===== src/rtl/new_patches_reader.sv =====
// new_patches_reader: walks RAM rows and streams each as 12 lane bytes on a valid/ready port. Rev 1.0
// Define NEW_PATCHES_READER_PREFETCH_EN to add a shadow row buffer that removes the inter-row bubble.
`default_nettype none

module new_patches_reader #(
   parameter int ADDR_W = 11,
   parameter int DATA_W = 8,
   parameter int LANES  = 12,
   parameter int RD_LAT = 1
) (
   input  logic              clk,
   input  logic              rst_n,
   input  logic              start,
   input  logic [ADDR_W-1:0] base_addr,
   input  logic [ADDR_W:0]   row_count,
   output logic              busy,
   output logic              done,
   output logic [ADDR_W-1:0] ram_addr,
   input  logic [DATA_W-1:0] ram_dout_p0,
   input  logic [DATA_W-1:0] ram_dout_p1,
   input  logic [DATA_W-1:0] ram_dout_p2,
   input  logic [DATA_W-1:0] ram_dout_p3,
   input  logic [DATA_W-1:0] ram_dout_p4,
   input  logic [DATA_W-1:0] ram_dout_p5,
   input  logic [DATA_W-1:0] ram_dout_p6,
   input  logic [DATA_W-1:0] ram_dout_p7,
   input  logic [DATA_W-1:0] ram_dout_p8,
   input  logic [DATA_W-1:0] ram_dout_p9,
   input  logic [DATA_W-1:0] ram_dout_p10,
   input  logic [DATA_W-1:0] ram_dout_p11,
   output logic [DATA_W-1:0] m_data,
   output logic              m_valid,
   input  logic              m_ready,
   output logic [3:0]        m_lane,
   output logic              m_last
);

   typedef enum logic [2:0] {
      S_IDLE  = 3'd0,
      S_ADDR  = 3'd1,
      S_WAIT  = 3'd2,
      S_SHIFT = 3'd3,
      S_DONE  = 3'd4
   } state_t;

   localparam logic [ADDR_W:0] ONE_ROW   = (ADDR_W+1)'(1);
   localparam logic [3:0]      LAST_LANE = 4'(LANES-1);
   localparam logic [1:0]      WAIT_INIT = 2'(RD_LAT-1);

   state_t            state, state_nx;
   logic [ADDR_W-1:0] row;
   logic [ADDR_W:0]   rows_left;
   logic [3:0]        lane;
   logic [1:0]        wait_cnt;
   logic [DATA_W-1:0] rd_lane [LANES];
   logic [DATA_W-1:0] act_buf [LANES];
   logic              hs, lane_end, last_row, wait_end;

`ifdef NEW_PATCHES_READER_PREFETCH_EN
   localparam logic [ADDR_W:0] TWO_ROWS = (ADDR_W+1)'(2);
   localparam logic [1:0]      PF_INIT  = 2'(RD_LAT);
   logic [DATA_W-1:0] shd_buf [LANES];
   logic [1:0]        pf_cnt;
   logic              pf_pend;
`endif

   assign rd_lane[0]  = ram_dout_p0;
   assign rd_lane[1]  = ram_dout_p1;
   assign rd_lane[2]  = ram_dout_p2;
   assign rd_lane[3]  = ram_dout_p3;
   assign rd_lane[4]  = ram_dout_p4;
   assign rd_lane[5]  = ram_dout_p5;
   assign rd_lane[6]  = ram_dout_p6;
   assign rd_lane[7]  = ram_dout_p7;
   assign rd_lane[8]  = ram_dout_p8;
   assign rd_lane[9]  = ram_dout_p9;
   assign rd_lane[10] = ram_dout_p10;
   assign rd_lane[11] = ram_dout_p11;

   assign hs       = (state == S_SHIFT) && m_ready;
   assign lane_end = hs && (lane == LAST_LANE);
   assign last_row = (rows_left == ONE_ROW);
   assign wait_end = (state == S_WAIT) && (wait_cnt == 2'd0);

   assign busy    = (state == S_ADDR) || (state == S_WAIT) || (state == S_SHIFT);
   assign done    = (state == S_DONE);
   assign m_valid = (state == S_SHIFT);
   assign m_lane  = lane;
   assign m_data  = m_valid ? act_buf[lane] : '0;
   assign m_last  = m_valid && (lane == LAST_LANE) && last_row;

   always_ff @(posedge clk or negedge rst_n) begin
      if (!rst_n) begin
         state <= S_IDLE;
      end else begin
         state <= state_nx;
      end
   end

   always_comb begin
      state_nx = state;
      case (state)
         S_IDLE: begin
            if (start) begin
               state_nx = (row_count == '0) ? S_DONE : S_ADDR;
            end
         end
         S_ADDR:  state_nx = S_WAIT;
         S_WAIT: begin
            if (wait_end) begin
               state_nx = S_SHIFT;
            end
         end
         S_SHIFT: begin
            if (lane_end) begin
`ifdef NEW_PATCHES_READER_PREFETCH_EN
               state_nx = last_row ? S_DONE : S_SHIFT;
`else
               state_nx = last_row ? S_DONE : S_ADDR;
`endif
            end
         end
         S_DONE:  state_nx = S_IDLE;
         default: state_nx = S_IDLE;
      endcase
   end

   always_ff @(posedge clk or negedge rst_n) begin
      if (!rst_n) begin
         row       <= '0;
         rows_left <= '0;
         ram_addr  <= '0;
         lane      <= '0;
         wait_cnt  <= '0;
         for (int i = 0; i < LANES; i++) begin
            act_buf[i] <= '0;
         end
`ifdef NEW_PATCHES_READER_PREFETCH_EN
         for (int i = 0; i < LANES; i++) begin
            shd_buf[i] <= '0;
         end
         pf_cnt  <= '0;
         pf_pend <= 1'b0;
`endif
      end else begin
`ifdef NEW_PATCHES_READER_PREFETCH_EN
         // Shadow capture lands RD_LAT cycles after the prefetch address is issued.
         if (pf_pend) begin
            if (pf_cnt == 2'd0) begin
               shd_buf <= rd_lane;
               pf_pend <= 1'b0;
            end else begin
               pf_cnt <= pf_cnt - 2'd1;
            end
         end
`endif
         case (state)
            S_IDLE: begin
               if (start) begin
                  row       <= base_addr;
                  rows_left <= row_count;
                  lane      <= '0;
                  if (row_count != '0) begin
                     ram_addr <= base_addr;
                  end
               end
            end
            S_ADDR: wait_cnt <= WAIT_INIT;
            S_WAIT: begin
               if (wait_end) begin
                  act_buf <= rd_lane;
                  lane    <= '0;
`ifdef NEW_PATCHES_READER_PREFETCH_EN
                  if (!last_row) begin
                     ram_addr <= row + 1'b1;
                     pf_cnt   <= PF_INIT;
                     pf_pend  <= 1'b1;
                  end
`endif
               end else begin
                  wait_cnt <= wait_cnt - 2'd1;
               end
            end
            S_SHIFT: begin
               if (hs) begin
                  if (lane_end) begin
                     lane <= '0;
                     if (!last_row) begin
                        row       <= row + 1'b1;
                        rows_left <= rows_left - ONE_ROW;
`ifdef NEW_PATCHES_READER_PREFETCH_EN
                        act_buf <= shd_buf;
                        // Only prefetch while a row beyond the one being promoted exists.
                        if (rows_left != TWO_ROWS) begin
                           ram_addr <= row + 2'd2;
                           pf_cnt   <= PF_INIT;
                           pf_pend  <= 1'b1;
                        end
`else
                        ram_addr <= row + 1'b1;
`endif
                     end
                  end else begin
                     lane <= lane + 4'd1;
                  end
               end
            end
            default: ;
         endcase
      end
   end

endmodule

`default_nettype wire


===== config.mk =====
export PLATFORM = sky130hd
export DESIGN_NAME = new_patches_reader
export DESIGN_NICKNAME = d
export VERILOG_FILES = /design/src/rtl/new_patches_reader.sv
export SDC_FILE = /design/constraint.sdc
export NUM_CORES = 1
export LEC_CHECK = 0
export CORE_MARGIN = 2
export CORE_UTILIZATION = 55
export CTS_BUF_LIST = sky130_fd_sc_hd__clkbuf_8 sky130_fd_sc_hd__clkbuf_16
export CTS_CLUSTER_DIAMETER = 150
export CTS_CLUSTER_SIZE = 10
export DETAILED_ROUTE_END_ITERATION = 6
export HOLD_SLACK_MARGIN = 0.08
export MAX_ROUTING_LAYER = met4
export PLACE_DENSITY_LB_ADDON = 0.3
export RECOVER_POWER = 50
export SKIP_CTS_REPAIR_TIMING = 1
export SYNTH_ARGS = -nofsm -noshare
export SYNTH_HDL_FRONTEND = slang
export SYNTH_SLANG_ARGS = --single-unit

===== constraint.sdc =====
create_clock -name clk -period 4.4 [get_ports clk]
set_clock_uncertainty 0.2 [all_clocks]
set_input_delay 0.88 -clock clk [delete_from_list [all_inputs] [get_ports clk]]
set_output_delay 0.88 -clock clk [all_outputs]
set_load 0.1 [all_outputs]

# After elaboration in Yosys (flattened, before gate mapping)
# Cells that the tools add are included.
op_classes:
  reduce_logical: 20
  muxes: 30
  bitwise_logic: 1
  n_eq_ne: 13
  magnitude_cmp: 1
  addsub: 4
ops:
  columns: ["op", "n"]
  rows:
  - ["$mux W11", 6]
  - ["$mux W12", 4]
  - ["$pmux W11 S2", 2]
  - ["$bmux W8 S4", 1]
  - ["$mux W8", 3]
  - ["$pmux W12 S2", 1]
  - ["$mux W4", 4]
  - ["$mux W3", 5]
  - ["$eq A12 B1 Y1 const B", 1]
  - ["$logic_not A12 Y1", 1]
  - ["$pmux W3 S4", 1]
  - ["$pmux W4 S3", 1]
  - ["$reduce_bool A12 Y1", 1]
  - ["$sub A12 B1 Y12 const B", 1]
  - ["$add A11 B1 Y11 const B", 1]
  - ["$ne A2 B2 Y1 const B", 5]
  - ["$eq A3 B2 Y1 const B", 2]
  - ["$reduce_and A6 Y1", 1]
  - ["$ge A5 B5 Y1 const B", 1]
  - ["$logic_and A1 B1 Y1", 5]
  - ["$not A4 Y5", 1]
  - ["$reduce_and A5 Y1", 1]
  - ["$add A4 B1 Y4 const B", 1]
  - ["$eq A4 B4 Y1 const B", 1]
  - ["other kinds (14)", 18]
totals:
  word_cells: 87
  output_inout_bits: 27
  in_bits: 123
  regBits: 139

# Depth between registers and ports, before layout
depth:
  ltp_word: 6
  depth_mapped: 8
  mapped_depth_nobuf: 6

# Worst setup path before layout
# Ideal clock, no wire load.
synth_path:
  path_kind: "register to output"
  start: "reg lane[3], in the netlist m_lane[3]"
  end: "out m_last"
  path_slack_ps: -1264
  required_time_ps: 3320
  path_stages_with_launch: 3
  t_arrival_ps: 4584
  path_buffers: 1
  path_cell_list: "dfrtp_1 clkbuf_1 nor4b_1"
synth_via:
  elab_chain_cells: 3
synth_lines:
  columns: ["element", "line_no", "source"]
  rows:
  - ["from (decl)", "53", "logic [3:0] lane;"]
  - ["from (signal assigned)", "204", "lane <= lane + 4'd1;"]
  - ["$eq A4 B4 Y1", "90", "assign m_last = m_valid && (lane == LAST_LANE) && last_row;"]
  - ["$logic_and A1 B1 Y1 (2 in series)", "90", null]
  - ["to (decl)", "35", "output logic m_last"]
# No other way between the ends.

# Final worst setup path
layout_path:
  start: "reg lane[0], in the netlist m_lane[0]"
  end: "out m_data[3]"
layout_via:
  elab_chain_cells: 5
layout_lines:
  columns: ["element", "line_no", "source"]
  rows:
  - ["$not A4 Y5 (not written as such)", "89", "assign m_data = m_valid ? act_buf[lane] : '0;"]
  - ["$bmux W8 S4", "89", null]
  - ["$mux W8 (not written as such) (2 in series)", "89", null]
  - ["$mux W8", "89", null]
  - ["to (decl)", "31", "output logic [DATA_W-1:0] m_data,"]
# No other way between the ends. The select of a mux whose other input is x is not followed.

==> results.toml <==
[outcome]
outcome = "finished with violations"
violations = "capacitance limit, slew limit"

[critical_path]
required_ns = 3.32
cp.arrival_ns = 2.64
ff2ff_path_depth = 5
crit_path_start_kind = "flop"
cp_max_fo = 18
cp-end-kind = "output pin"
crit_type = "flop to output pin"

[layout]
regArea_mm2 = 0.003480
layout_commonest_cell = "dfrtp_1"
nets = 790
n_fill_cell = 834
drive_gt1_frac = 0.3131
final_cell_mix = "138 x dfrtp_1, 133 x clkdlybuf4s50_1, 113 x mux2_2, 24 x mux4_2, 21 x nand2_1"
area_delta_synth_final_pct = 31.37
multi_input_area_mm2 = 0.003221

[global_routing]
grt_pass1_vias = 5280
grt_pass1_wl_um = 27330
grt_overflow = 0
antenna_found_initial = 1
grt_max_degree = 97
grt_usage = 0.2825

[timing]
tightest_slew_ns = 2.358
maxSlewViolCount = 179
finalHoldViolations = 0
min_period_over_period = 0.8452
slew_headroom = -0.5719
finalSetupTns_ns = 0
rsz0062_at_grt = "false"
finalSetupViolations = 0
fmax_mhz = 268.9
timing.final.crit_period_ns = 3.719

[logic_synthesis]
syn_inst = 522
ys_warn_count = 0
synth_edf_count = 0
seq_area_frac_synth = 0.5065
synth_seq_cells = 139
avgSynthCellArea_um2 = 13.16
syn_nets = 650
synthFlopType = "dfrtp_1"
async_flop_share = 1.000
syn-cell-area_mm2 = 0.006868
yosysUniqueCellTypes = 56

[drt]
dr.first_iter.drc_count = 467
ant_nets = 0
viasPerCell = 5.994
drc = 0
wl_um = 17320
wl_per_cell_um = 20.55
vias = 5053
drtPass1Iterations = 4

[cts]
root_buffer = "clkbuf_16"
clock_path_buffers = 2
path_clk_slew_ns = 0.06
cts_tree = "done"
clk_latency_ns = 0.42
htree_num_levels = 4
cts_made_buffers = 17
cts_num_sinks = 139

[power_and_ir_drop]
comb_power_share = 0.502
ir_worst_vdd_uv = 1147
total_power_mw = 7.749
p_int_mw = 4.388
switching_share = 0.4337
leakagePower_nw = 3.617
power_density_mw_per_mm2 = 858.8
pwr-share-clk = 0.179
seq_power_share = 0.319
p_switching_mw = 3.360

[floorplanning]
pin_count = 150
fp.dieH_um = 115.7
fp.coreArea_mm2 = 0.01211
rows = 40
initial_core_util = 0.5670
die_w_um = 115.7
die_area_mm2 = 0.01340

[placed_design]
dp_hpwl_um = 12020
portBuffers = 149
globalplace.congestion = 0.9050

[hold_path]
hold_depth = 1
hold_class = "flop to flop"

[flow_run]
cap_violations = 2
-- cell type report --
| cell class | instances | area share |
|---|---|---|
| inverter | 7 | 0.002912 |
| sequential | 139 | 0.3857 |
| clock inverter | 13 | 0.01428 |
| multi-input combinational | 340 | 0.3570 |
| tap | 168 | 0.02330 |
| clock buffer | 18 | 0.04868 |
| antenna | 1 | 0.0002774 |
| timing repair buffer | 157 | 0.1679 |
-- per-stage QoR --
step                instances  worst slack [ns]  area, um2  hold slack (ns)    util
detailed placement        811             1.103       8494           0.2898  0.7013
global route              843            0.4299       9022           0.3192  0.7449
finish                    843            0.6813       9022           0.3021  0.7449
global placement          811             1.155       8494           0.2838  0.7013
CTS                       842            0.6408       9062           0.3028  0.7482
floorplan                 522            0.1252       6894           0.2751       -
-- path summary, 6_finish.rpt --
path,slack [ns],to,start
hold / removal,0.30,act_buf[42]$_DFFE_PN0P_,act_buf[42]$_DFFE_PN0P_
hold reg to reg,0.30,act_buf[42]$_DFFE_PN0P_,act_buf[42]$_DFFE_PN0P_
min in group asynchronous,0.82,row[2]$_DFFE_PN0P_,rst_n
setup / recovery,0.68,m_data[3],m_lane[0]$_DFFE_PN0P_
max in group asynchronous,0.98,row[0]$_DFFE_PN0P_,rst_n
setup reg to reg,0.86,act_buf[86]$_DFFE_PN0P_,wait_cnt[0]$_DFFE_PN0P_
-- worst max-delay path: stages (launching register included) --
cell       delay [ns]
dfrtp_2          0.76
buf_4            0.35
mux4_2           0.52
a2bb2oi_1        0.26
nor2_2           0.07
buf_4            0.25
-- flip-flops by register name (all words and copies together), names as in the netlist --
name	flops
m_lane	4
ram_addr	11
act_buf	96
state	3
rows_left	12
wait_cnt	2
row	11
-- synthesized netlist by cell type (3+ instances only) --
cell type,instances,area share
buf_1,3,0.0016
or4_1,5,0.0055
nand3_1,15,0.011
a22o_1,3,0.0038
mux2_2,113,0.19
o211ai_1,3,0.0033
a21oi_1,7,0.0051
nor2_1,20,0.011
clkbuf_1,16,0.0087
nand4_1,5,0.0046
a22oi_1,3,0.0033
ha_1,5,0.0091
or3_1,3,0.0027
a31oi_1,13,0.012
a21o_1,3,0.0033
nor3_1,5,0.0036
o21ai_0,19,0.014
o2bb2ai_1,5,0.0064
nand2_1,21,0.011
mux4_2,24,0.079
nand2b_1,3,0.0027
dfrtp_1,139,0.51
buf_2,14,0.010
mux2_4,5,0.011
mux2i_1,8,0.012
o41ai_1,4,0.0051
a2bb2oi_1,10,0.013
o31ai_1,6,0.0066
inv_1,6,0.0033
nor4_1,6,0.0055
-- metal layers --
metal	up-vias	track usage	routed length, um
met5	-	-	0
met4	0	0.1143	435
met3	37	0.08996	1336
met2	202	0.4425	8703
met1	2547	0.3428	6845
li1	2267	-	-
-- cell families after synthesis --
kind of cell	Yosys count	synth area share
AOI/OAI and AO/OA	82	0.08271
xor gates and xnor gates	3	0.003827
adders and majority gates	5	0.009109
muxes	150	0.2866
DFF	139	0.5065
buffers and inverters	43	0.02842
and+or+nand+nor	100	0.08290
-- power by group through the flow --
stage	logic [mW]	registers, mW	clock network [mW]
floorplan	2.71	2.67	0
global placement	3.77	2.43	0
detailed placement	3.86	2.48	0
CTS	3.89	2.47	1.40
global route	4.11	2.56	1.46
finish	3.89	2.47	1.39
(Power assumes the default switching activity.)
